File: src/rtl/display_pkg.sv
// Shared types and constants for the product display: FSM states, seven-segment
// glyphs (active low, {g,f,e,d,c,b,a}) and the double-dabble nibble adjust.
package display_pkg;

  typedef enum logic [1:0] {
    IDLE = 2'd0,
    CONV = 2'd1,
    DONE = 2'd2
  } state_e;

  localparam logic [6:0] SEG_0     = 7'h40;
  localparam logic [6:0] SEG_1     = 7'h79;
  localparam logic [6:0] SEG_2     = 7'h24;
  localparam logic [6:0] SEG_3     = 7'h30;
  localparam logic [6:0] SEG_4     = 7'h19;
  localparam logic [6:0] SEG_5     = 7'h12;
  localparam logic [6:0] SEG_6     = 7'h02;
  localparam logic [6:0] SEG_7     = 7'h78;
  localparam logic [6:0] SEG_8     = 7'h00;
  localparam logic [6:0] SEG_9     = 7'h10;
  localparam logic [6:0] SEG_MINUS = 7'h3F;
  localparam logic [6:0] SEG_BLANK = 7'h7F;

  // Pre-shift correction so a BCD nibble stays decimal after doubling.
  function automatic logic [3:0] add3(input logic [3:0] nib);
    return (nib >= 4'd5) ? nib + 4'd3 : nib;
  endfunction

endpackage

File: src/rtl/seg7_decoder.sv
// Combinational glyph select for one display position: minus, blank or a BCD digit.
module seg7_decoder
  import display_pkg::*;
(
  input  logic [3:0] nibble_i,
  input  logic       blank_i,
  input  logic       minus_i,
  output logic [6:0] seg_c
);

  always_comb begin
    seg_c = SEG_BLANK;
    if (minus_i) begin
      seg_c = SEG_MINUS;
    end else if (!blank_i) begin
      case (nibble_i)
        4'd0:    seg_c = SEG_0;
        4'd1:    seg_c = SEG_1;
        4'd2:    seg_c = SEG_2;
        4'd3:    seg_c = SEG_3;
        4'd4:    seg_c = SEG_4;
        4'd5:    seg_c = SEG_5;
        4'd6:    seg_c = SEG_6;
        4'd7:    seg_c = SEG_7;
        4'd8:    seg_c = SEG_8;
        4'd9:    seg_c = SEG_9;
        default: seg_c = SEG_BLANK;
      endcase
    end
  end

endmodule

File: src/rtl/product_display.sv
// Captures a signed product, converts it to sign + BCD by shift-and-add-3, and
// scans the result onto an eight-digit common-anode seven-segment display.
module product_display
  import display_pkg::*;
#(
  parameter int unsigned N           = 8,
  parameter int unsigned BCD_DIGITS  = 5,
  parameter int unsigned REFRESH_DIV = 10
) (
  input  logic           clk,
  input  logic           reset_n,
  input  logic           load,
  input  logic [2*N-1:0] product,
  output logic           busy,
  output logic [7:0]     an,
  output logic [6:0]     seg,
  output logic           dp
);

  localparam int unsigned PW = 2 * N;
  localparam int unsigned BW = 4 * BCD_DIGITS;
  localparam int unsigned CW = $clog2(PW + 1);
  localparam int unsigned RW = (REFRESH_DIV > 1) ? $clog2(REFRESH_DIV) : 1;

  state_e          state_q, state_d;
  logic            sign_q, sign_d;
  logic [PW-1:0]   mag_q, mag_d;
  logic [BW-1:0]   bcd_q, bcd_d, bcd_adj;
  logic [CW-1:0]   cnt_q, cnt_d;
  logic            busy_q, busy_d;
  logic            disp_sign_q, disp_sign_d;
  logic [BW-1:0]   disp_bcd_q, disp_bcd_d;

  logic [RW-1:0]   ref_q, ref_d;
  logic [2:0]      scan_q, scan_d;
  logic [7:0]      an_q, an_d;
  logic [6:0]      seg_q;
  logic [6:0]      seg_c;
  logic [3:0]      nib_sel;
  logic            blank_sel;
  logic            minus_sel;
  logic            nz_above;

  always_ff @(posedge clk or negedge reset_n) begin
    if (!reset_n) begin
      state_q <= IDLE;
    end else begin
      state_q <= state_d;
    end
  end

  // Next-state and datapath control for the conversion.
  always_comb begin
    state_d     = state_q;
    sign_d      = sign_q;
    mag_d       = mag_q;
    bcd_d       = bcd_q;
    cnt_d       = cnt_q;
    disp_sign_d = disp_sign_q;
    disp_bcd_d  = disp_bcd_q;
    bcd_adj     = bcd_q;
    for (int k = 0; k < int'(BCD_DIGITS); k++) begin
      bcd_adj[4*k +: 4] = add3(bcd_q[4*k +: 4]);
    end
    case (state_q)
      IDLE: begin
        if (load) begin
          sign_d  = product[PW-1];
          mag_d   = product[PW-1] ? (~product + PW'(1)) : product;
          bcd_d   = '0;
          cnt_d   = CW'(PW);
          state_d = CONV;
        end
      end
      CONV: begin
        bcd_d = {bcd_adj[BW-2:0], mag_q[PW-1]};
        mag_d = {mag_q[PW-2:0], 1'b0};
        cnt_d = cnt_q - CW'(1);
        if (cnt_q == CW'(1)) begin
          state_d = DONE;
        end
      end
      DONE: begin
        disp_sign_d = sign_q;
        disp_bcd_d  = bcd_q;
        state_d     = IDLE;
      end
      default: state_d = IDLE;
    endcase
    busy_d = (state_d != IDLE);
  end

  always_ff @(posedge clk or negedge reset_n) begin
    if (!reset_n) begin
      sign_q      <= 1'b0;
      mag_q       <= '0;
      bcd_q       <= '0;
      cnt_q       <= '0;
      busy_q      <= 1'b0;
      disp_sign_q <= 1'b0;
      disp_bcd_q  <= '0;
    end else begin
      sign_q      <= sign_d;
      mag_q       <= mag_d;
      bcd_q       <= bcd_d;
      cnt_q       <= cnt_d;
      busy_q      <= busy_d;
      disp_sign_q <= disp_sign_d;
      disp_bcd_q  <= disp_bcd_d;
    end
  end

  // Digit selection with leading-zero blanking; digit 0 always shows.
  always_comb begin
    nib_sel   = 4'd0;
    blank_sel = 1'b1;
    minus_sel = 1'b0;
    nz_above  = 1'b0;
    for (int i = int'(BCD_DIGITS) - 1; i >= 0; i--) begin
      nz_above = nz_above | (|disp_bcd_q[4*i +: 4]);
      if (3'(i) == scan_q) begin
        nib_sel   = disp_bcd_q[4*i +: 4];
        blank_sel = !nz_above && (i != 0);
      end
    end
    if (scan_q == 3'd7) begin
      minus_sel = disp_sign_q && (|disp_bcd_q);
      blank_sel = !minus_sel;
    end
  end

  seg7_decoder u_seg7_decoder (
    .nibble_i (nib_sel),
    .blank_i  (blank_sel),
    .minus_i  (minus_sel),
    .seg_c    (seg_c)
  );

  always_comb begin
    ref_d  = (ref_q == RW'(REFRESH_DIV - 1)) ? '0 : ref_q + RW'(1);
    scan_d = (ref_q == RW'(REFRESH_DIV - 1)) ? scan_q + 3'd1 : scan_q;
    an_d   = ~(8'd1 << scan_q);
  end

  always_ff @(posedge clk or negedge reset_n) begin
    if (!reset_n) begin
      ref_q  <= '0;
      scan_q <= '0;
      an_q   <= 8'hFF;
      seg_q  <= 7'h7F;
    end else begin
      ref_q  <= ref_d;
      scan_q <= scan_d;
      an_q   <= an_d;
      seg_q  <= seg_c;
    end
  end

  assign busy = busy_q;
  assign an   = an_q;
  assign seg  = seg_q;
  assign dp   = 1'b1;

endmodule
File: config.mk
export PLATFORM = sky130hd
export DESIGN_NAME = product_display
export DESIGN_NICKNAME = d
export VERILOG_FILES = /design/src/rtl/display_pkg.sv /design/src/rtl/seg7_decoder.sv /design/src/rtl/product_display.sv
export SDC_FILE = /design/constraint.sdc
export NUM_CORES = 1
export LEC_CHECK = 0
export ABC_AREA = 1
export BUFFER_PORTS_ARGS = -buffer_cell sky130_fd_sc_hd__buf_2
export CORE_UTILIZATION = 60
export CTS_CLUSTER_SIZE = 30
export DETAILED_ROUTE_END_ITERATION = 16
export GPL_ROUTABILITY_DRIVEN = 0
export PLACE_DENSITY = 0.86
export SLEW_MARGIN = 20
export SYNTH_ARGS = -nofsm -noshare
export SYNTH_HDL_FRONTEND = slang
export SYNTH_SLANG_ARGS = --single-unit
File: constraint.sdc
create_clock -name clk -period 2.56 [get_ports clk]
set_clock_uncertainty 0.2 [all_clocks]
set_input_delay 0.256 -clock clk [delete_from_list [all_inputs] [get_ports clk]]
set_output_delay 0.256 -clock clk [all_outputs]
set_load 0.02 [all_outputs]
* After elaboration in Yosys (flattened, before gate mapping)
Memory sizes are Yosys's and may differ from the RTL's.
Index checks and enable logic that the tools add are counted.
** Storage, ports and cells
- Output and inout bits :: 17
- Logic and storage cells :: 90
- Memories :: 1
- Bits in registers :: 88
- Input port bits :: 19
- ROM bits :: 112
** Memories
- (name not given) :: depth 16, width 7, read ports 1, clocked after Yosys merged registers in 0, write ports 0, RTL line seg7_decoder.sv:16 : case (nibble_i)
** Operators by class
- Reduce and logical (&&, ||, !) cells :: 17
- Order comparisons :: 5
- Add/sub/neg operators :: 9
- Mux-type cells :: 30
- Eq/ne operators :: 10
- Shift-type cells :: 1
- Bitwise logic cells :: 5
** Operator list (count)
- 4-bit 2-to-1 mux :: 10
- 20-bit one-hot mux with 2 select lines :: 1
- 16-bit 2-to-1 mux :: 2
- 16-bit one-hot mux with 2 select lines :: 1
- 4-bit by 3-bit >= comparator with 1-bit output, second input constant :: 5
- 20-bit 2-to-1 mux :: 1
- 20-bit OR reduction :: 1
- 16-bit by 1-bit adder with 16-bit output, second input constant :: 1
- 4-bit by 2-bit adder with 4-bit output, second input constant :: 4
- 16-bit NOT :: 1
- 4-bit OR reduction :: 4
- 7-bit 2-to-1 mux :: 2
- 5-bit one-hot mux with 2 select lines :: 1
- 8-bit NOT :: 1
- 1-bit by 3-bit << shifter with 8-bit output, first input constant :: 1
- 1-bit 2-to-1 mux :: 7
- 2-bit by 3-bit equality test with 1-bit output, first input constant :: 2
- 5-bit by 1-bit equality test with 1-bit output, second input constant :: 1
- 1-bit zero test :: 5
- 5-bit 2-to-1 mux :: 1
- 5-bit by 1-bit subtractor with 5-bit output, second input constant :: 1
- 4-bit by 1-bit adder with 4-bit output, second input constant :: 1
- 4-bit equality test, second input constant :: 1
- 2-bit 2-to-1 mux :: 2
- 16 further kinds :: 20

* Longest topological paths before layout
Gate-level depths: netlist of the first run.
- Depth in word-level cells :: 10
- Depth in mapped cells :: 16
- Depth with buffers taken out :: 16

* By module
A second synthesis of the first run with hierarchy kept.
** Second synthesis, totals
- Cell total of the unflattened synthesis :: 551
- Area, all modules :: 4613.2 µm²
** By module, submodules not included
- product_display :: sequential area each 2220.9 µm², area an instance 4396.7 µm², cells an instance 516, instances 1
- seg7_decoder :: sequential area each 0.0 µm², area an instance 216.5 µm², cells an instance 35, instances 1

* Worst setup path before layout of the first run
No wires, ideal clock.
- Path kind :: flip-flop to flip-flop
- From :: register scan_q[2]
- To :: register seg_q[3], in the netlist seg[3]
- Library setup time :: 0.081 ns
- Cell stages (with the launch flop) :: 13
- Arrival :: 1.879 ns
- Data required time :: 2.279 ns
- Path buffers :: 0
- Period minus slack after synthesis :: 2.160 ns
- Setup slack :: 0.400 ns
- Cell sequence :: dfrtp_1 -> inv_4 -> ha_1 -> inv_1 -> or2_2 -> nand3_1 -> nand2_1 -> nand2_1 -> nand2_2 -> ha_1 -> nor2_1 -> o21ai_0 -> nand2_1
** On the way
- Longest elaborated chain between the ends :: 9
- Elaborated cells on any way between the ends :: 21
- Classes of those cells :: eq/ne (5); mux (14); reduce/logical (1); memory (1)
** Ends and longest elaborated chain
- from (decl) :: RTL line product_display.sv:35 : logic [2:0] scan_q, scan_d;
- from (signal assigned) :: RTL line product_display.sv:153 : scan_q <= scan_d;
- 3-bit equality test :: RTL line product_display.sv:121 : if (3'(i) == scan_q) begin
- 4-bit 2-to-1 mux or 1-bit 2-to-1 mux (tied branches) (5 in a row) :: RTL line product_display.sv:121
- memory 16 x 7 bit or 1-bit 2-to-1 mux (tied branches)
- 7-bit 2-to-1 mux :: RTL line seg7_decoder.sv:15 : end else if (!blank_i) begin
- 7-bit 2-to-1 mux (*) :: RTL line seg7_decoder.sv:13 : if (minus_i) begin
- via seg_c[3] :: RTL line product_display.sv:38 : logic [6:0] seg_c;
- to (signal assigned) :: RTL line product_display.sv:155 : seg_q <= seg_c;
- to (decl) :: RTL line product_display.sv:37 : logic [6:0] seg_q;
Mark *: on every way through the listed nets, which the timed path passes. The rest lies on a longest branch.
A chain may end at the register's enable or synchronous reset.

* Final worst setup path of the first run
- From :: register scan_q[0]
- To :: register seg_q[3], in the netlist seg[3]
Same word-level chain as after synthesis.

==> results.md, run 1 <==
* Seq cells post-synth at between 80 and 90
* Setup crit start kind: flop
* Most frequent cells in the layout: nand2_1, dfrtp_1, o21ai_0, inv_1
* Placed cell areas at approximately 0.0049 mm2
* Post-Synth XOR/XNOR Area at 2.11%
* CTS tree: done
* Die Ht at between 80 and 90 um
* Grt ovf at 0
* Crit Path Category: reg2reg
* Fraction of synthesized area in multiplexers at 0.220%
* Clk buf depth at 2
* Drt initial violations at around 300
* Fin. max-slew vios at 0
* P_leak at around 0.0026 uW
* CTS clock-pin slew for the worst setup and hold paths at roughly 0.1 ns
* WL/cell at between 10 and 15 um
* Die extent in x at approximately 90 um
* Core area at between 0.007 and 0.008 mm2
* Layout Cells excl Fill at between 600 and 700
* Sink Count at between 80 and 90
* Netlist area before placement at roughly 0.0046 mm2
* Final Hold Vio Count at 0
* CTS H-tree lvls at 3
* Total die area at approximately 0.0079 mm2
* Antenna cells at 0
* Adder-Cell Fraction of Synth Area at 5.49%
* Row cnt at 31
* Remaining antenna violation count after routing at 0
* Relative slew slack at just under 60%
* Hold slack at between 0.02 and 0.03 ns
* Finished Cell Area at 0.00516 mm2
* GRT Overall Usage at 26.5%
* Synth Instances at 544
* Root buf cell: clkbuf_8
* Finish-stage setup viols at 0
* Via-to-Cell Ratio at 5.61
* Combinational family with the most area after synthesis: simple AND/OR/NAND/NOR gates
* Total number of vias at 3907
* Top-Level Pins at 36
* Max FO, Critical Path at 8
* Top FF cell, synth: dfrtp_1
* Commonest non-fill, non-tap cell in the layout: nand2_1
* Max-cap viol count at 0
* FMAX at roughly 420 MHz
* CTS Buf Count at 9
* Critical Path RT at between 2 and 3 ns
* Simple-gate share of the synthesized area at 20.1%
* Buffers on Ports at 34
* Dpl hpwl at ~6500 um
* Number of distinct library cells after synthesis at 39
* First-pass GRT wire length at between 15000 and 20000 um
* Initial antenna violation count at 0
* Starting Density at between 60% and 70%
* Sequential element share of the synthesized area at roughly half
* Synthesized area per cell at 8.37 um2
* CP Capture Type: flop
* DRC viols at 0
* DR pass1 iterations at 5
* Routed WL at 9690 um
* Worst-Margin Slew at slightly above 0.6 ns
* Number of global-route vias before repair at 3758
* Synth-to-layout area growth at 13.2%
* Max rail drop VDD at about 0.62 mV
* Largest net degree at the start of global routing at between 40 and 50
* Post-synth EDFFs at 0
* Fin nets at roughly 630
* Worst Path Arrival at between 2 and 3 ns
* Status: complete, no violations
* Min Tclk post-route at around 2.4 ns
* Hold/Removal Path Class: in2reg
* Share of post-route cells with drive strength above 1 at between 15 and 20%
* Total Neg Setup Slack at 0 ns
* Fin crit share at between 90 and 100%
* Number of warnings issued by yosys at 0
* Pwr Density at approximately 1100 mW/mm2
* Post-synth ARST share at between 90% and 100%
* Area fraction in compound gates after synthesis at 15.4%
* Syn nets at 583
* Worst-skew pair later-pin latency at 0.37 ns
* Placed insts at between 600 and 700
## state kept, by name (all words and copies together), names as in the netlist, 2 cells and up
| signal | flops |
|---|---|
| scan_q | 3 |
| cnt_q | 5 |
| bcd_q | 20 |
| mag_q | 16 |
| seg | 7 |
| ref_q | 4 |
| state_q | 2 |
| an | 8 |
| disp_bcd_q | 20 |
## per-layer routing
metal | up-vias | GRT usage [%] | wire, um
met5 | - | 0 | 0
met4 | 0 | 13.3 | 274
met3 | 30 | 5.45 | 475
met2 | 152 | 46.1 | 4940
met1 | 1854 | 31.3 | 3990
li1 | 1871 | - | -
## final cells by class
class / count / area [um2]
Clock buffer: 9 / 124
Multi-Input combinational cell: 365 / 1980
Timing Repair Buffer: 51 / 335
Fill cell: 536 / 2130
Tap cell: 99 / 124
Inverter: 77 / 292
Sequential cell: 88 / 2220
Clock inverter: 7 / 83.8
## path summary, 6_finish.rpt
check                                      startpoint                         end  slack, ns  cells past startpoint
min in group asynchronous                     reset_n       bcd_q[19]$_DFFE_PN0P_       0.24                      2
max                             scan_q[0]$_DFFE_PN0N_            seg[3]$_DFF_PN1_       0.15                     12
min                                       product[10]       mag_q[10]$_DFFE_PN0P_       0.03                      3
min reg2reg                disp_bcd_q[11]$_DFFE_PN0N_  disp_bcd_q[11]$_DFFE_PN0N_       0.29                      2
max in group asynchronous                     reset_n        bcd_q[6]$_DFFE_PN0P_       1.29                      3
max reg2reg                     scan_q[0]$_DFFE_PN0N_            seg[3]$_DFF_PN1_       0.15                     12
## per-stage QoR
stage	utilization [%]	power, uW	setup WS [ns]
finish	70.7	5600	0.151
global route	70.7	6060	-0.0112
CTS	70.6	5590	0.163
detailed placement	66.6	4510	0.189
global placement	66.6	4360	0.297
floorplan	-	3900	0.400
## worst max-delay path, cell delays in order, from the launching register on
cell and delay (ns):
dfrtp_1 0.41, ha_1 0.22, ha_1 0.20, inv_1 0.12, or2_2 0.30, nand3_1 0.08, nand2_1 0.05, nand2_1 0.06
nand2_2 0.07, ha_1 0.31, nor2_1 0.05, o21ai_0 0.18, nand2_1 0.08
## synth_stat cells, drive strengths merged (3+ instances only)
| library cell | n | share of area (%) |
|---|---|---|
| nor2 | 39 | 3.3 |
| a21oi | 12 | 1.6 |
| a22oi | 14 | 2.3 |
| xor2 | 9 | 1.7 |
| nor3 | 6 | 0.77 |
| nand2 | 112 | 9.8 |
| or2 | 9 | 1.2 |
| o21ai | 82 | 9.1 |
| nand3 | 38 | 4.3 |
| clkbuf | 10 | 0.82 |
| dfrtp | 73 | 40 |
| o32ai | 4 | 0.77 |
| inv | 77 | 6.4 |
| o22ai | 7 | 0.96 |
| buf | 4 | 0.63 |
| dfstp | 15 | 8.7 |
| nand4 | 3 | 0.41 |
| ha | 20 | 5.5 |
## cell families (layout without fill, tap and decap cells)
| logic type | Yosys count | after routing |
|---|---|---|
| AOI/OAI and AO/OA | 123 | 123 |
| DFF | 88 | 88 |
| adders and majority gates | 20 | 20 |
| buffers and inverters | 91 | 144 |
| other | 1 | 1 |
| xor gates and xnor gates | 11 | 11 |
| muxes | 1 | 1 |
| and+or+nand+nor | 209 | 209 |
## power breakdown
part / total, uW / internal (uW) / switching, uW
sequential: 2230 / 1930 / 302
clock: 1020 / 472 / 550
combinational: 2350 / 850 / 1500
total: 5600 / 3250 / 2350
## timing repair
action                                  in CTS  in global routing
setup buffers                                0                  1
endpoints found under the setup margin       0                  1
endpoints found under the hold margin       54                  0
hold buffers                                 9                  0
resized for setup                            0                  0
Power figures use the tool's default switching activity.
==> run 2: changes to the inputs <==
--- a/config.mk
+++ b/config.mk
@@ -12,7 +12,9 @@
 export DETAILED_ROUTE_END_ITERATION = 16
 export GPL_ROUTABILITY_DRIVEN = 0
 export PLACE_DENSITY = 0.86
+export REMOVE_ABC_BUFFERS = 1
 export SLEW_MARGIN = 20
 export SYNTH_ARGS = -nofsm -noshare
 export SYNTH_HDL_FRONTEND = slang
 export SYNTH_SLANG_ARGS = --single-unit
+export TNS_END_PERCENT = 10
==> constraint.sdc (replaced) <==
create_clock -name clk -period 3.1 [get_ports clk]
set_clock_uncertainty 0.2 [all_clocks]
set_input_delay 0.31 -clock clk [delete_from_list [all_inputs] [get_ports clk]]
set_output_delay 0.31 -clock clk [all_outputs]
set_load 0.02 [all_outputs]
==> run 2 against run 1 <==
Hold slack worse by 0.0058 ns. Utilization shrank 1.4 points. Non-clock buffer count decreased by 12. Power is 19% lower. Global-route usage down 1.9 points. Final cell count down 1.7%. Count of clock-buffer cells in the layout is 3 higher. Cell area decreased by 2.0%. Combinational power shrank 21%. Critical path type unchanged. Largest cell class unchanged.
==> results.md, run 2 (synthesized netlist as in run 1, its figures left out) <==
* Grt ovf at 0 (unchanged)
* Share of post-route cells with drive strength above 1 at 16.9% (-0.33 points)
* Slowest-stage cell, CP: dfrtp_1
* Layout Cells excl Fill at 684 (-1.7%)
* Via-to-Cell Ratio at 5.39 (-4.0%)
* DR pass1 iterations at 5 (unchanged)
* Initial antenna violation count at 0 (unchanged)
* Routed WL at 8530 um (-12%)
* Dpl hpwl at 6210 um (-4.6%)
* Critical Path RT at 3.17 ns (+0.51 ns)
* Worst Path Arrival at 2.48 ns (-0.02 ns)
* Sequential Area at 0.00222 mm2 (unchanged)
* Worst-skew pair later-pin latency at 0.35 ns (-0.02 ns)
* Total number of vias at 3686 (-5.7%)
* Final Hold Vio Count at 0 (unchanged)
* Sink Count at 88 (unchanged)
* Number of global-route vias before repair at 3592 (-4.4%)
* Max FO, Critical Path at 8 (unchanged)
* Pwr Density at 895 mW/mm2 (-18%)
* Setup crit start kind: flop
* Max-cap viol count at 0 (unchanged)
* GRT Overall Usage at 24.6% (-1.9 points)
* Post-CTS Setup Bufs at 0 (unchanged)
* CTS Buf Count at 9 (unchanged)
* WL/cell at 12.5 um (-10%)
* Row cnt at 31 (unchanged)
* CP peak stage delay at 0.42 ns (about the same)
* Core area at 0.00729 mm2 (unchanged)
* CP Capture Type: flop
* Starting Density at 62.5% (unchanged)
* Worst-Margin Slew at 0.742 ns (+0.133 ns)
* Placed insts at 666 (-0.60%)
* Min Tclk post-route at 2.40 ns (-0.00748 ns)
* Fin. max-slew vios at 0 (unchanged)
* Unrepaired setup endpoints after global routing: false
* Util after Layout at 69.3% (-1.4 points)
* Largest net degree at the start of global routing at 89 (+85%)
* Remaining antenna violation count after routing at 0 (unchanged)
* CTS H-tree lvls at 3 (unchanged)
* Max rail drop VDD at 0.469 mV (-25%)
* Die extent in x at 89.1 um (unchanged)
* Most frequent cells in the layout: nand2_1, dfrtp_1, o21ai_0, inv_1
* Multi-input gate area at 0.00198 mm2 (+0.13%)
* Hold Startpoint: product[12]
* FMAX at 416 MHz (+0.31%)
* Total Neg Setup Slack at 0 ns (unchanged)
* Antenna cells at 0 (unchanged)
* First-pass GRT wire length at 15100 um (-7.1%)
* Total die area at 0.00795 mm2 (unchanged)
* Post-cts repair resize count at 0 (unchanged)
* Buffers on Ports at 34 (unchanged)
* Hold/Removal Path Class: in2reg
* Finish-stage setup viols at 0 (unchanged)
* Die Ht at 89.1 um (unchanged)
* Top-Level Pins at 36 (unchanged)
* Fin crit share at 77.5% (-17 points)
* Fin nets at 619 (-1.9%)
* # fillers at 578 (+7.8%)
* CTS clock-pin slew for the worst setup and hold paths at 0.08 ns (-0.02 ns)
* Hold slack at 0.0213 ns (-0.00582 ns)
* Hold-fix buffers, CTS at 2 (-7)
* Setup crit start: scan_q[0]$_DFFE_PN0N_
* Root buf cell: clkbuf_8
* Origin of the critical flop-to-flop path: scan_q[0]$_DFFE_PN0N_
* Relative slew slack at 50.5% (-8.9 points)
* Synth-to-layout area growth at 10.9%
* Crit-path cells: ha_1, ha_1, inv_1, or2_2, nand3_1, nand2_1, nand2_1, nand2_2, ha_1, nor2_1, o21ai_0, nand2_1
* Clk buf depth at 2 (unchanged)
* DRC viols at 0 (unchanged)
* Status: complete, no violations
* CTS tree: done
* Commonest non-fill, non-tap cell in the layout: nand2_1
* Crit Path Category: reg2reg
* Drt initial violations at 204 (-33%)
* P_leak at 0.00250 uW (-2.0%)
* Largest registers: bcd_q x20, disp_bcd_q x20, mag_q x16
-- run 2: power by group --
part | switching, uW | leakage (uW) | internal (uW)
sequential | 244 | 0.00108 | 1590
combinational | 1170 | 0.00132 | 685
clock | 386 | 0.000109 | 439
-- run 2: routing by layer --
layer / routed length [um] / track usage (%) / vias up
met3: 346 / 4.34 / 15
li1: - / - / 1844
met1: 3740 / 28.6 / 1720
met5: 0 / 0 / -
met2: 4280 / 43.7 / 107
met4: 157 / 12.4 / 0
-- run 2: layout make-up --
cell class | instances | share of cell area [%]
sequential | 88 | 43.9
multi-input combinational | 365 | 39.2
inverter | 77 | 5.77
timing repair buffer | 39 | 4.33
clock buffer | 12 | 3.27
tap | 99 | 2.45
clock inverter | 4 | 1.02
-- run 2: final timing paths --
check	endpoint	slack (ns)	cells after the start
max	seg[3]$_DFF_PN1_	0.70	12
max in group asynchronous	bcd_q[7]$_DFFE_PN0P_	1.82	2
max reg2reg	seg[3]$_DFF_PN1_	0.70	12
min	mag_q[12]$_DFFE_PN0P_	0.02	3
min reg2reg	cnt_q[4]$_DFFE_PN0P_	0.29	2
min in group asynchronous	ref_q[0]$_DFF_PN0_	0.37	2
-- run 2: per-stage QoR --
step,cell area [um2],worst slack [ns],power [uW]
2_1_floorplan,4490,0.535,3190
3_3_place_gp,4810,0.841,3570
3_5_place_dp,4810,0.755,3690
4_1_cts,5050,0.742,4530
5_1_grt,5050,0.551,4920
6_report,5050,0.698,4520
-- run 2: worst max-delay path, delay by kind of cell (launching register included) --
kind | cells | cell delay, ns
buffers and inverters | 1 | 0.14
and+or+nand+nor | 7 | 0.69
DFF | 1 | 0.42
adders and majority gates | 3 | 0.71
AOI/OAI and AO/OA | 1 | 0.18
